## config.mk

```make
export PLATFORM = sky130hd
export DESIGN_NAME = decoder_seq_nxm_flat
export DESIGN_NICKNAME = d
export VERILOG_FILES = /design/src/rtl/decoder_seq_nxm_if.sv /design/src/rtl/decoder_seq_nxm.sv /design/src/flat_wrapper.sv
export SDC_FILE = /design/constraint.sdc
export NUM_CORES = 1
export LEC_CHECK = 0
export BUFFER_PORTS_ARGS = -buffer_cell sky130_fd_sc_hd__buf_2
export CORE_MARGIN = 4
export CORE_UTILIZATION = 53
export DETAILED_ROUTE_END_ITERATION = 8
export HOLD_SLACK_MARGIN = 0.03
export PLACE_DENSITY = 0.8
export SLEW_MARGIN = 15
export SYNTH_ARGS = -nofsm -noshare
export SYNTH_HDL_FRONTEND = slang
export SYNTH_SLANG_ARGS = --single-unit
```

## constraint.sdc

```tcl
create_clock -name clk -period 1.8 [get_ports clk]
set_input_delay 0.27 -clock clk [delete_from_list [all_inputs] [get_ports clk]]
set_output_delay 0.27 -clock clk [all_outputs]
set_load 0.05 [all_outputs]
```

## src/rtl/decoder_seq_nxm_if.sv

```systemverilog
// Handshake and output bundle for decoder_seq_nxm.
// master drives the code side; slave is the decoder itself.
interface decoder_seq_nxm_if #(
  parameter int N       = 4,
  parameter int NUM_OUT = 1 << N
);
  logic               en;
  logic               mode;
  logic               in_valid;
  logic [N-1:0]       in;
  logic               in_ready;
  logic [NUM_OUT-1:0] out;
  logic               out_valid;
  logic [N-1:0]       idx;
  logic               wrap;
  logic               err;

  modport master (
    output en, mode, in_valid, in,
    input  in_ready, out, out_valid, idx, wrap, err
  );

  modport slave (
    input  en, mode, in_valid, in,
    output in_ready, out, out_valid, idx, wrap, err
  );
endinterface

```

## src/rtl/decoder_seq_nxm.sv

```systemverilog
// Registered N-to-NUM_OUT one-hot decoder with direct (handshaked) and auto-scan modes.
// Optional macro DECODER_ACTIVE_LOW_EN makes the out port one-cold (bitwise inverted).
//
// state  | meaning
// IDLE   | disabled, out cleared
// DIRECT | accepting codes, out follows the last accepted code
// SCAN   | walking idx 0..NUM_OUT-1, DWELL cycles per output
module decoder_seq_nxm #(
  parameter int N       = 4,
  parameter int NUM_OUT = 1 << N,
  parameter int DWELL   = 4
) (
  input  logic               clk,
  input  logic               rst_n,
  decoder_seq_nxm_if.slave   bus
);

  typedef enum logic [1:0] {
    IDLE   = 2'd0,
    DIRECT = 2'd1,
    SCAN   = 2'd2
  } state_t;

  localparam int              CW        = (DWELL > 1) ? $clog2(DWELL) : 1;
  localparam logic [N-1:0]    LAST_IDX  = N'(NUM_OUT - 1);
  localparam logic [CW-1:0]   LAST_CNT  = CW'(DWELL - 1);
  localparam logic [N:0]      NUM_OUT_W = (N+1)'(NUM_OUT);

  state_t               state_q, state_d;
  logic [NUM_OUT-1:0]   out_q, out_d;
  logic                 valid_q, valid_d;
  logic [N-1:0]         idx_q, idx_d;
  logic [CW-1:0]        cnt_q, cnt_d;
  logic                 wrap_q, wrap_d;
  logic                 err_q, err_d;
  logic                 xfer;
  logic                 code_oor;

  // Compare against the zero-extended code so codes >= NUM_OUT never alias onto an output.
  function automatic logic [NUM_OUT-1:0] onehot(input logic [N-1:0] code);
    logic [NUM_OUT-1:0] v;
    v = '0;
    for (int i = 0; i < NUM_OUT; i++) begin
      v[i] = ({1'b0, code} == (N+1)'(i));
    end
    return v;
  endfunction

  always_ff @(posedge clk or negedge rst_n) begin
    if (!rst_n) begin
      state_q <= IDLE;
      out_q   <= '0;
      valid_q <= 1'b0;
      idx_q   <= '0;
      cnt_q   <= '0;
      wrap_q  <= 1'b0;
      err_q   <= 1'b0;
    end else begin
      state_q <= state_d;
      out_q   <= out_d;
      valid_q <= valid_d;
      idx_q   <= idx_d;
      cnt_q   <= cnt_d;
      wrap_q  <= wrap_d;
      err_q   <= err_d;
    end
  end

  always_comb begin
    state_d = state_q;
    if (!bus.en) begin
      state_d = IDLE;
    end else if (bus.mode) begin
      state_d = SCAN;
    end else begin
      state_d = DIRECT;
    end
  end

  assign xfer     = bus.in_valid && (state_q == DIRECT);
  assign code_oor = ({1'b0, bus.in} >= NUM_OUT_W);

  always_comb begin
    out_d   = out_q;
    valid_d = valid_q;
    idx_d   = idx_q;
    cnt_d   = cnt_q;
    wrap_d  = 1'b0;
    err_d   = 1'b0;
    case (state_d)
      IDLE: begin
        out_d   = '0;
        valid_d = 1'b0;
        cnt_d   = '0;
      end
      DIRECT: begin
        if (state_q != DIRECT) begin
          out_d   = '0;
          valid_d = 1'b0;
          cnt_d   = '0;
        end else if (xfer) begin
          idx_d = bus.in;
          if (code_oor) begin
            out_d   = '0;
            valid_d = 1'b0;
            err_d   = 1'b1;
          end else begin
            out_d   = onehot(bus.in);
            valid_d = 1'b1;
          end
        end
      end
      SCAN: begin
        // Any entry into scan restarts the walk; there is no resume.
        if (state_q != SCAN) begin
          idx_d   = '0;
          cnt_d   = '0;
          out_d   = onehot('0);
          valid_d = 1'b1;
        end else if (cnt_q == LAST_CNT) begin
          cnt_d = '0;
          if (idx_q == LAST_IDX) begin
            idx_d  = '0;
            wrap_d = 1'b1;
          end else begin
            idx_d = idx_q + 1'b1;
          end
          out_d   = onehot(idx_d);
          valid_d = 1'b1;
        end else begin
          cnt_d = cnt_q + 1'b1;
        end
      end
      default: begin
        out_d   = '0;
        valid_d = 1'b0;
      end
    endcase
  end

  assign bus.in_ready  = (state_q == DIRECT);
  assign bus.out_valid = valid_q;
  assign bus.idx       = idx_q;
  assign bus.wrap      = wrap_q;
  assign bus.err       = err_q;

`ifdef DECODER_ACTIVE_LOW_EN
  assign bus.out = ~out_q;
`else
  assign bus.out = out_q;
`endif

endmodule

```

## src/flat_wrapper.sv

```systemverilog
// flat-port wrapper written by rule: the top's interface ports become plain ports
module decoder_seq_nxm_flat 
#(
  parameter int N       = 4,
  parameter int NUM_OUT = 1 << N,
  parameter int DWELL   = 4
)
  (clk, rst_n, bus_en, bus_mode, bus_in_valid, bus_in, bus_in_ready, bus_out, bus_out_valid, bus_idx, bus_wrap, bus_err);
  decoder_seq_nxm_if #(.N(N), .NUM_OUT(NUM_OUT)) bus_i ();
  input  logic clk;
  input  logic rst_n;
  input wire logic [$bits(bus_i.en)-1:0] bus_en;
  input wire logic [$bits(bus_i.mode)-1:0] bus_mode;
  input wire logic [$bits(bus_i.in_valid)-1:0] bus_in_valid;
  input wire logic [$bits(bus_i.in)-1:0] bus_in;
  output wire logic [$bits(bus_i.in_ready)-1:0] bus_in_ready;
  output wire logic [$bits(bus_i.out)-1:0] bus_out;
  output wire logic [$bits(bus_i.out_valid)-1:0] bus_out_valid;
  output wire logic [$bits(bus_i.idx)-1:0] bus_idx;
  output wire logic [$bits(bus_i.wrap)-1:0] bus_wrap;
  output wire logic [$bits(bus_i.err)-1:0] bus_err;
  assign bus_i.en = bus_en;
  assign bus_i.mode = bus_mode;
  assign bus_i.in_valid = bus_in_valid;
  assign bus_i.in = bus_in;
  assign bus_in_ready = bus_i.in_ready;
  assign bus_out = bus_i.out;
  assign bus_out_valid = bus_i.out_valid;
  assign bus_idx = bus_i.idx;
  assign bus_wrap = bus_i.wrap;
  assign bus_err = bus_i.err;
  decoder_seq_nxm #(.N(N), .NUM_OUT(NUM_OUT), .DWELL(DWELL)) u_core (.clk(clk), .rst_n(rst_n), .bus(bus_i));
endmodule
```

After elaboration in Yosys (flattened, before gate mapping)
Cells that the tools add are included.

cells by class
  add/subtract/negate cells = 2
  reduce and logical (&&, ||, !) cells = 9
  eq/ne operators = 42
  multiplexer cells = 29

operator list
  kind                 number
  $eq 4x4->1 const B   17
  $mux 16              4
  $eq 4x3->1 const B   8
  $mux 4               8
  $pmux 16 s2          1
  $eq 4x2->1 const B   4
  $mux 2               5
  $eq 4x1->1 const B   2
  $logic_not 4->1      2
  $mux 1               8
  $pmux 4 s2           1
  $ne 2x1->1 const B   3
  $ne 3x1->1 const B   2
  $pmux 2 s3           1
  $add 4x1->4 const B  1
  $eq 2x1->1 const B   2
  $eq 2x2->1 const B   2
  $ne 2x2->1 const B   2
  $reduce_and 2->1     2
  $reduce_and 4->1     1
  $reduce_bool 3->1    1
  $add 2x1->2 const B  1
  $logic_not 2->1      1
  $pmux 1 s2           1
  other kinds (2)      2

storage, ports and cells
  word-level logic and storage cells = 88
  flip-flop bits (word level) = 26
  output and inout bits = 24
  bits of input ports = 9

Longest topological paths before layout
Gate-level depths: netlist of run 1.

  word-level depth = 9
  mapped depth = 7

Least setup slack after synthesis of run 1
OpenSTA, ideal clock, no wires.

  kind = flip-flop to flip-flop
  start point = reg u_core.idx_q[1], in the netlist u_core.bus.idx[1]
  end point = reg u_core.out_q[11], in the netlist u_core.bus.out[11]
  setup time = 0.126 ns
  cell stages (with the launch flop) = 7
  clock period less this slack = 1.991 ns
  setup slack = -0.191 ns
  arrival = 1.865 ns
  buffers on the path = 1
  cells stage by stage = dfrtp_1 ha_1 clkbuf_1 nor2_1 a2bb2oi_1 nor2_1 a221o_1

on the way
  longest elaborated chain between the ends = 9

RTL lines
  element                                    RTL line                                        text
  start: declaration                         decoder_seq_nxm.sv:32                           logic [N-1:0] idx_q, idx_d;
  start signal: assignment                   decoder_seq_nxm.sv:62                           idx_q <= idx_d;
  $add 4x1->4 or $eq 4x4->1 (tied branches)  decoder_seq_nxm.sv:126, decoder_seq_nxm.sv:122
  $mux 4 (*)                                 decoder_seq_nxm.sv:122                          if (idx_q == LAST_IDX) begin
  $mux 4 (*)                                 decoder_seq_nxm.sv:120                          end else if (cnt_q == LAST_CNT) begin
  $mux 4 (*)                                 decoder_seq_nxm.sv:115                          if (state_q != SCAN) begin
  $mux 4 (*)                                 decoder_seq_nxm.sv:90                           case (state_d)
  $eq 4x4->1 (*)                             decoder_seq_nxm.sv:44                           v[i] = ({1'b0, code} == (N+1)'(i));
  $mux 16 (*)                                decoder_seq_nxm.sv:120
  $mux 16 (*)                                decoder_seq_nxm.sv:115
  $pmux 16 s2 (*)                            decoder_seq_nxm.sv:90
  end signal: assignment                     decoder_seq_nxm.sv:60                           out_q <= out_d;
  end: declaration                           decoder_seq_nxm.sv:30                           logic [NUM_OUT-1:0] out_q, out_d;

Every way passes the cells marked *; elsewhere a longest branch is shown, timed or not. The select of a mux whose other input is x is not followed.
A chain may end at the register's enable or synchronous reset.

Final worst setup path of run 1
  start point = reg u_core.state_q[1]
  end point = reg u_core.out_q[3], in the netlist u_core.bus.out[3]

on the way
  longest elaborated chain between the ends = 4

RTL lines
  element                     RTL line               text
  start: declaration          decoder_seq_nxm.sv:29  state_t state_q, state_d;
  start signal: assignment    decoder_seq_nxm.sv:59  state_q <= state_d;
  $eq 2x1->1                  decoder_seq_nxm.sv:80  assign xfer = bus.in_valid && (state_q == DIRECT);
  $logic_and 1x1->1           decoder_seq_nxm.sv:80
  $ne 3x1->1 (no line)        --
  $reduce_and 2->1 (no line)  --

Parallel ways exist; a longest one is shown, timed or not.

==> flow_metrics.env, run 1 <==
export IMPL_drive_gt1_frac=0.284
export IMPL_cts_buffers=3
export IMPL_drt_iter0_drc=91
export IMPL_ys_top_cells_by_area="dfrtp_1, ha_1, o21ai_0, a22oi_1, a32oi_1"
export IMPL_grt_use_total=0.214
export IMPL_place_gp_congestion=0.842
export IMPL_area_growth_pct=15.2
export IMPL_required_ns=2.08
export IMPL_first_pass_iters=4
export IMPL_ir_drop_mv=0.765
export IMPL_finalSetupViolCount=0
export IMPL_grt_max_degree=27
export IMPL_insertion_delay_ns=0.33
export IMPL_syn_area_per_cell_sq_um=10.2
export IMPL_htreeDepth=1
export IMPL_worstMarginPinSlew_ns=0.568
export IMPL_yosys_area_top_type="dfrtp_1"
export IMPL_path_class="flop to flop"
export IMPL_synth_xor_area_frac=0
export IMPL_layout_common_cells="buf_2, dfrtp_1, o21ai_0"
export IMPL_crit_arrival_ns=1.90
export IMPL_min_period_ns=1.61
export IMPL_root_buffer="clkbuf_4"
export IMPL_cts_buffer_depth=2
export IMPL_globalRouteOverflowTotal=0
export IMPL_dpl_hpwl_mm=2.64
export IMPL_start_util=0.579
export IMPL_muxShareOfSynthArea=0.00673
export IMPL_port_buffers=31
export IMPL_status="completed"
export IMPL_post_route_period_util=0.897
export IMPL_synth_seq_area_share=0.438
export IMPL_slew_headroom=0.622
export IMPL_ant_nets=0
export IMPL_hold_class="primary input to flop"
export IMPL_netlist_instances=146
export IMPL_io_pins=33
export IMPL_path_max_fanout=11
export IMPL_syn_cell_area_sq_um=1490
export IMPL_clk_pin_slew_worst_paths_ns=0.14
export IMPL_maxCapViolCount=0
export IMPL_hold_viol_final=0
export IMPL_n_antenna_cell=0
export IMPL_crit_path_cell_trace="and4b_1 > nand3_1 > nor2_1 > a221o_1"
export IMPL_slowest_stage="dfrtp_1"
export IMPL_fp_dieH_microns=61.0
export IMPL_skew_ns=0.00168
export IMPL_fin_area_sq_um=1710
export IMPL_ys_types=41
export IMPL_drc=0
export IMPL_drv_slew=0
export IMPL_finalSetupTns_ns=0
export IMPL_startpoint_type="flop"
export IMPL_vias_per_cell=6.28
export IMPL_dieArea_sq_um=3720
export IMPL_rsz0062_at_grt="no"
export IMPL_max_stage_delay_ns=0.53
export IMPL_routed_via_count=1293
export IMPL_drt_total_wl_mm=3.62
export IMPL_syn_num_nets=161
export IMPL_die_x_microns=61.0
export IMPL_finalPower_mw=1.47
export IMPL_cts_setup_buffers=0
export IMPL_synth_top_area_frac=0.438
export IMPL_final_common_cell="buf_2"
export IMPL_clock_sinks=26
export IMPL_rows=18
export IMPL_synth_top_family_by_area="compound AO/OA/AOI/OAI gates"
export IMPL_yosys_warnings=0
export IMPL_synth_fa_ha_area_frac=0.0505
export IMPL_yosys_area_share_simple=0.189
export IMPL_fill_cells=217
export IMPL_place_area_sq_um=1640
export IMPL_clock_fmax_mhz=619
export IMPL_critPathCaptureType="flop"
export IMPL_synth_compound_area_frac=0.257
export IMPL_final_nets=192
export IMPL_core_region_area_sq_um=2570
export IMPL_grt_pass1_wl_mm=5.88
export IMPL_cts_tree="yes"
export IMPL_grt_pass1_vias=1223
export IMPL_routedWlPerCell_microns=17.6
export IMPL_power_density_nw_per_um2=856
export IMPL_ys_seq_elements=26
export IMPL_leakage_nw=0.826
export IMPL_antenna_found_initial=0
==> where the power goes <==
part           switching (mW)  internal, mW  leakage, nW
combinational           0.275         0.128        0.449
clock                   0.181         0.225       0.0279
sequential             0.0447         0.611        0.349
==> critical path, delay by kind of cell (launching register included) <==
kind,cells,cell delay (ns)
AO/OA/AOI/OAI,1,0.12
AND/OR/NAND/NOR,3,0.91
flip-flops,1,0.53
==> synth_stat cells, drive strengths merged <==
master / instances
a32oi: 6
dfrtp: 26
o21a: 3
mux2i: 1
nor4b: 1
nor2: 13
o211ai: 1
nand4bb: 1
and4b: 1
and4: 1
and4bb: 2
a32o: 1
nor3b: 1
a22oi: 8
a21oi: 6
a31oi: 3
buf: 6
nand3b: 1
nand2: 4
clkbuf: 3
a21bo: 1
inv: 6
a221o: 4
a21o: 2
nor2b: 7
and3: 2
o221a: 1
a22o: 2
a2bb2oi: 1
conb: 1
o21ai: 14
ha: 6
nor4: 1
nand2b: 2
nand3: 5
nor3: 2
==> stage by stage <==
stage               hold slack [ns]  std cells   util  worst slack, ns
floorplan                   -0.0256        146      -           0.0124
global placement              0.291        201  0.639            0.185
detailed placement            0.305        201  0.639            0.129
CTS                           0.228        206  0.664            0.115
global route                  0.235        206  0.667           0.0148
finish                        0.229        206  0.667            0.185
==> cell families after synthesis <==
group	Yosys count
AOI/OAI and AO/OA	53
buffers and inverters	15
muxes	1
and+or+nand+nor	44
other	1
DFF	26
adders and majority gates	6
==> cell type report <==
type,instances,area (sq um),area share
clock buffer,3,22.5,0.0131
clock inverter,1,30.0,0.0175
inverter,6,22.5,0.0131
multi-input combinational,105,759,0.443
sequential,26,653,0.381
tap,30,37.5,0.0219
timing repair buffer,35,188,0.110
==> per-layer routing <==
layer / track usage / part of all wire / vias to the layer above
met5: 0 / 0 / -
met4: 0.0650 / 0.011 / 0
met3: 0.0383 / 0.087 / 5
met2: 0.324 / 0.46 / 66
met1: 0.311 / 0.44 / 618
li1: - / - / 604
==> state kept, by name (all words and copies together), names as in the netlist <==
register,cells
u_core.bus.idx,4
u_core.bus.out,16
u_core.bus.out_valid,1
u_core.bus.wrap,1
u_core.cnt_q,2
u_core.state_q,2
==> final timing paths <==
| check | start | endpoint | slack, ns | cells past startpoint |
|---|---|---|---|---|
| min in group asynchronous | rst_n | u_core.cnt_q[1] | 0.44 | 2 |
| worst max-delay path | u_core.state_q[1] | u_core.bus.out[3] | 0.19 | 4 |
| max in group asynchronous | rst_n | u_core.bus.idx[1] | 0.95 | 2 |
| worst min-delay path | bus_en | u_core.bus.out[0] | 0.23 | 3 |
| worst max register to register | u_core.state_q[1] | u_core.bus.out[3] | 0.19 | 4 |
| worst min register to register | u_core.bus.out_valid | u_core.bus.out_valid | 0.49 | 1 |
==> repair_timing <==
action	CTS	global route
endpoints found under the hold margin	26	0
gates resized for setup	0	2
setup endpoints to repair	0	3
hold buffers	1	0
Power figures use the tool's default switching activity.
==> run 2, diff against run 1 <==
--- a/config.mk
+++ b/config.mk
@@ -10,7 +10,7 @@
 export CORE_UTILIZATION = 53
 export DETAILED_ROUTE_END_ITERATION = 8
 export HOLD_SLACK_MARGIN = 0.03
-export PLACE_DENSITY = 0.8
+export PLACE_DENSITY = 0.78
 export SLEW_MARGIN = 15
 export SYNTH_ARGS = -nofsm -noshare
 export SYNTH_HDL_FRONTEND = slang
==> constraint.sdc (replaced) <==
create_clock -name clk -period 1.7 [get_ports clk]
set_input_delay 0.255 -clock clk [delete_from_list [all_inputs] [get_ports clk]]
set_output_delay 0.255 -clock clk [all_outputs]
set_load 0.05 [all_outputs]
==> run 2 against run 1 <==
  * Flip-flop and latch count did not move
  * Core utilization grew 0.49 points
  * Critical endpoint unchanged
  * Die area did not move
  * Critical path depth is the same
  * Global-route usage is 1.3 points lower
  * Fmax increased by 2.3%
  * Wire length decreased by 4.8%
  * Sequential share of layout area decreased by 0.20 points
  * Clock power is 5.9% higher
  * First-iteration DRC count decreased by 47%
  * Worst hold slack about the same
==> flow_metrics.env, run 2 (synthesis gave the netlist of run 1 again) <==
export IMPL_status="completed"
export IMPL_m1WireLength_mm=1.59
export IMPL_ir_drop_mv=0.701
export IMPL_clock_sinks=26
export IMPL_maxCapViolCount=0
export IMPL_hold_viol_final=0
export IMPL_htreeDepth=1
export IMPL_dpl_hpwl_mm=2.57
export IMPL_routed_top_layer="met4"
export IMPL_grt_max_degree=27
export IMPL_holdCritStartpoint="bus_en"
export IMPL_cts_tree="yes"
export IMPL_drt_iter0_drc=48
export IMPL_cts_setup_buffers=0
export IMPL_sequentialPowerShare=0.450
export IMPL_first_pass_iters=5
export IMPL_layout_common_cells="buf_2, dfrtp_1, o21ai_0"
export IMPL_clock_fmax_mhz=634
export IMPL_slowest_stage="dfrtp_1"
export IMPL_path_class="flop to flop"
export IMPL_n_antenna_cell=0
export IMPL_share_comb_of_total_power=0.274
export IMPL_insertion_delay_ns=0.33
export IMPL_vias_per_cell=6.15
export IMPL_area_growth_pct=16.1
export IMPL_crit_start="u_core.cnt_q[0]"
export IMPL_finalSetupTns_ns=0
export IMPL_worstMarginPinSlew_ns=0.568
export IMPL_largest_reg_flops=16
export IMPL_post_route_period_util=0.928
export IMPL_drive_gt1_frac=0.295
export IMPL_routedWlPerCell_microns=16.7
export IMPL_final_nets=192
export IMPL_rows=18
export IMPL_critPathCaptureType="flop"
export IMPL_drv_slew=0
export IMPL_drt_total_wl_mm=3.45
export IMPL_io_pins=33
export IMPL_min_period_ns=1.58
export IMPL_grt_pass1_wl_mm=5.58
export IMPL_startpoint_type="flop"
export IMPL_crit_arrival_ns=1.80
export IMPL_rsz0062_at_grt="no"
export IMPL_met2WireLength_mm=1.62
export IMPL_p_clk_frac=0.276
export IMPL_place_gp_congestion=0.842
export IMPL_cts_buffers=3
export IMPL_core_region_area_sq_um=2570
export IMPL_slew_headroom=0.621
export IMPL_intPower_mw=1.03
export IMPL_start_util=0.579
export IMPL_leakage_nw=0.826
export IMPL_hold_class="primary input to flop"
export IMPL_skew_ns=0.0132
export IMPL_required_ns=1.92
export IMPL_final_common_cell="buf_2"
export IMPL_r2r_start="u_core.cnt_q[0]"
export IMPL_path_max_fanout=16
export IMPL_crit_path_cell_trace="ha_1 > and4bb_4 > o21a_4 > a221o_1"
export IMPL_routed_via_count=1267
export IMPL_antenna_found_initial=0
export IMPL_switching_share=0.340
export IMPL_drc=0
export IMPL_globalRouteOverflowTotal=0
export IMPL_cts_buffer_depth=2
export IMPL_fp_dieH_microns=61.0
export IMPL_fin_area_sq_um=1730
export IMPL_grt_use_total=0.201
export IMPL_fill_cells=211
export IMPL_max_stage_delay_ns=0.40
export IMPL_power_net_switching_uw=529
export IMPL_root_buffer="clkbuf_4"
export IMPL_wl_met3_microns=197
export IMPL_port_buffers=31
export IMPL_finalSetupViolCount=0
export IMPL_place_area_sq_um=1650
export IMPL_dieArea_sq_um=3720
export IMPL_ant_nets=0
export IMPL_clk_pin_slew_worst_paths_ns=0.14
export IMPL_finalPower_mw=1.56
export IMPL_die_x_microns=61.0
export IMPL_power_density_nw_per_um2=902
export IMPL_grt_pass1_vias=1189
[run 2: cell types whose count changed in the layout (fill, tap and decap cells not counted)]
cell / before / now
and4b_1: 1 / 0
and4b_2: 0 / 1
dfrtp_1: 24 / 23
dfrtp_2: 2 / 3
ha_2: 1 / 0
ha_4: 0 / 1
[run 2: cell type report]
type | count | area [sq um] | area share
multi-input cells | 105 | 771 | 0.447
repair buffers | 35 | 188 | 0.109
well taps | 30 | 37.5 | 0.0218
flip-flops and latches | 26 | 654 | 0.379
clock buffers | 3 | 22.5 | 0.0131
inverters | 6 | 22.5 | 0.0131
clock inverters | 1 | 30.0 | 0.0174
[run 2: worst paths after layout]
kind                                         to  slack, ns  cells past startpoint
max in group asynchronous     u_core.bus.idx[1]       0.84                      2
setup / recovery              u_core.bus.out[3]       0.12                      4
setup reg to reg              u_core.bus.out[3]       0.12                      4
hold reg to reg            u_core.bus.out_valid       0.49                      1
min in group asynchronous     u_core.bus.out[8]       0.44                      2
hold / removal                u_core.bus.out[0]       0.23                      3
[run 2: through the flow]
| stage | cells | setup WS, ns | hold slack, ns | utilization |
|---|---|---|---|---|
| after global placement | 201 | 0.192 | 0.271 | 0.643 |
| after CTS | 206 | 0.120 | 0.228 | 0.668 |
| after global routing | 206 | 0.0522 | 0.230 | 0.672 |
| final | 206 | 0.122 | 0.229 | 0.672 |
| after floorplan | 146 | 0.0431 | -0.0406 | - |
| after detailed placement | 201 | 0.141 | 0.282 | 0.643 |
[run 2: power groups by stage]
stage	sequential [mW]	clock [mW]	combinational [mW]
2_1_floorplan	0.777	0	0.239
3_3_place_gp	0.701	0	0.408
3_5_place_dp	0.706	0	0.416
4_1_cts	0.694	0.427	0.420
5_1_grt	0.706	0.460	0.465
6_report	0.700	0.430	0.427
[run 2: what timing repair did]
item,CTS,global route
hold buffers,1,0
endpoints found under the hold margin,26,0
setup endpoints to repair,0,3
gates resized for setup,0,2
[run 2: routing by layer]
| metal | track usage | vias up |
|---|---|---|
| met5 | 0 | - |
| met4 | 0.0526 | 0 |
| met3 | 0.0362 | 7 |
| met2 | 0.324 | 51 |
| met1 | 0.279 | 603 |
| li1 | - | 606 |
[run 2: critical path, delay by kind of cell, from the launching register on]
family	cells	cell delay, ns
flip-flops	1	0.40
adder cells (fa/ha/maj)	1	0.20
AO/OA/AOI/OAI	2	0.64
AND/OR/NAND/NOR	1	0.25
==> run 3, diff against run 2 <==
--- a/config.mk
+++ b/config.mk
@@ -5,12 +5,14 @@
 export SDC_FILE = /design/constraint.sdc
 export NUM_CORES = 1
 export LEC_CHECK = 0
+export ABC_CLOCK_PERIOD_IN_PS = 1700
 export BUFFER_PORTS_ARGS = -buffer_cell sky130_fd_sc_hd__buf_2
 export CORE_MARGIN = 4
 export CORE_UTILIZATION = 53
 export DETAILED_ROUTE_END_ITERATION = 8
 export HOLD_SLACK_MARGIN = 0.03
 export PLACE_DENSITY = 0.78
+export REMOVE_ABC_BUFFERS = 1
 export SLEW_MARGIN = 15
 export SYNTH_ARGS = -nofsm -noshare
 export SYNTH_HDL_FRONTEND = slang
==> run 3 against run 2 <==
  * Highest routed layer unchanged
  * Setup slack got worse by 0.031 ns
  * Worst hold slack got worse by 0.0019 ns
  * Critical path depth unchanged
  * Final cell count is 2.4% higher
  * Sequential power is 3.7% lower
  * Clock-buffer cell count did not move
  * Largest power group unchanged
  * Combinational power is 11% higher
==> flow_metrics.env, run 3 (synthesis gave the netlist of run 1 again) <==
export IMPL_insertion_delay_ns=0.32
export IMPL_vias_per_cell=6.10
export IMPL_finalSetupViolCount=0
export IMPL_hold_class="primary input to flop"
export IMPL_required_ns=1.92
export IMPL_met2WireLength_mm=1.80
export IMPL_drive_gt1_frac=0.287
export IMPL_critPathCaptureType="flop"
export IMPL_dpl_hpwl_mm=2.74
export IMPL_antenna_found_initial=0
export IMPL_slew_headroom=0.627
export IMPL_post_route_period_util=0.946
export IMPL_startpoint_type="flop"
export IMPL_largest_reg_flops=16
export IMPL_grt_pass1_vias=1310
export IMPL_cts_buffer_depth=2
export IMPL_cts_tree="yes"
export IMPL_place_ws_ns=0.0998
export IMPL_grt_pass1_wl_mm=6.14
export IMPL_place_gp_congestion=0.907
export IMPL_ant_nets=0
export IMPL_place_area_sq_um=1680
export IMPL_power_density_nw_per_um2=899
export IMPL_drt_total_wl_mm=3.59
export IMPL_ir_drop_mv=0.851
export IMPL_globalRouteOverflowTotal=0
export IMPL_start_util=0.579
export IMPL_final_common_cell="buf_2"
export IMPL_crit_arrival_ns=1.83
export IMPL_routedWlPerCell_microns=17.0
export IMPL_setup_ws_ns=0.0913
export IMPL_drc=0
export IMPL_port_buffers=31
export IMPL_dieArea_sq_um=3720
export IMPL_grt_use_total=0.220
export IMPL_final_nets=197
export IMPL_fp_dieH_microns=61.0
export IMPL_drt_iter0_drc=62
export IMPL_first_pass_iters=4
export IMPL_grt_max_degree=27
export IMPL_die_x_microns=61.0
export IMPL_min_period_ns=1.61
export IMPL_core_region_area_sq_um=2570
export IMPL_cts_setup_buffers=0
export IMPL_final_util=0.680
export IMPL_rows=18
export IMPL_clock_fmax_mhz=622
export IMPL_finalSetupTns_ns=0
export IMPL_n_antenna_cell=0
export IMPL_clock_sinks=26
export IMPL_skew_ns=0.00588
export IMPL_hold_viol_final=0
export IMPL_path_max_fanout=16
export IMPL_drv_slew=0
export IMPL_layout_common_cells="buf_2, dfrtp_1, o21ai_0"
export IMPL_m1WireLength_mm=1.56
export IMPL_area_growth_pct=17.4
export IMPL_fin_area_sq_um=1750
export IMPL_worstMarginPinSlew_ns=0.559
export IMPL_maxCapViolCount=0
export IMPL_cts_buffers=3
export IMPL_routed_via_count=1288
export IMPL_status="completed"
export IMPL_rsz0062_at_grt="no"
export IMPL_leakage_nw=0.854
export IMPL_htreeDepth=1
export IMPL_path_class="flop to flop"
export IMPL_wl_met3_microns=169
export IMPL_holdWs_ns=0.228
export IMPL_io_pins=33
export IMPL_routed_top_layer="met4"
export IMPL_clk_pin_slew_worst_paths_ns=0.14
export IMPL_root_buffer="clkbuf_4"
==> run 3: stage by stage <==
step	instances	power (mW)
final	211	1.57
after global routing	211	1.65
after CTS	211	1.57
after detailed placement	206	1.14
after global placement	206	1.13
after floorplan	137	0.984
==> run 3: final timing paths <==
kind	endpoint	cells past startpoint	startpoint	slack, ns
setup / recovery	u_core.bus.out[11]	4	u_core.cnt_q[0]	0.09
hold / removal	u_core.bus.out[0]	3	bus_en	0.23
setup reg to reg	u_core.bus.out[11]	4	u_core.cnt_q[0]	0.09
hold reg to reg	u_core.bus.out_valid	1	u_core.bus.out_valid	0.49
max in group asynchronous	u_core.cnt_q[0]	2	rst_n	0.89
min in group asynchronous	u_core.bus.out[11]	2	rst_n	0.44
==> run 3: repair_timing <==
action                                 4_1_cts  5_1_grt
endpoints found under the hold margin       26        0
hold buffers                                 1        0
resized for setup                            0        1
setup endpoints to repair                    0        1
==> run 3: area by class of cell <==
cell class / count / area [sq um]
Fill cell: 219 / 822
Timing Repair Buffer: 40 / 225
Sequential cell: 26 / 651
Inverter: 6 / 22.5
Clock inverter: 1 / 30.0
Tap cell: 30 / 37.5
Multi-Input combinational cell: 105 / 757
Clock buffer: 3 / 22.5
==> run 3: critical path, stage by stage (launching register included) <==
cell      delay [ns]
dfrtp_1         0.40
ha_1            0.21
and4bb_4        0.26
o21a_4          0.28
a221o_1         0.37
==> run 3: report_power, final <==
group	internal (mW)	switching [mW]
logic	0.158	0.315
registers	0.645	0.0291
clock network	0.238	0.184
total	1.04	0.528
==> run 3: per-layer routing <==
metal | up-vias | global-route usage
met5 | - | 0
met4 | 0 | 0.0650
met3 | 8 | 0.0255
met2 | 42 | 0.362
met1 | 622 | 0.305
li1 | 616 | -
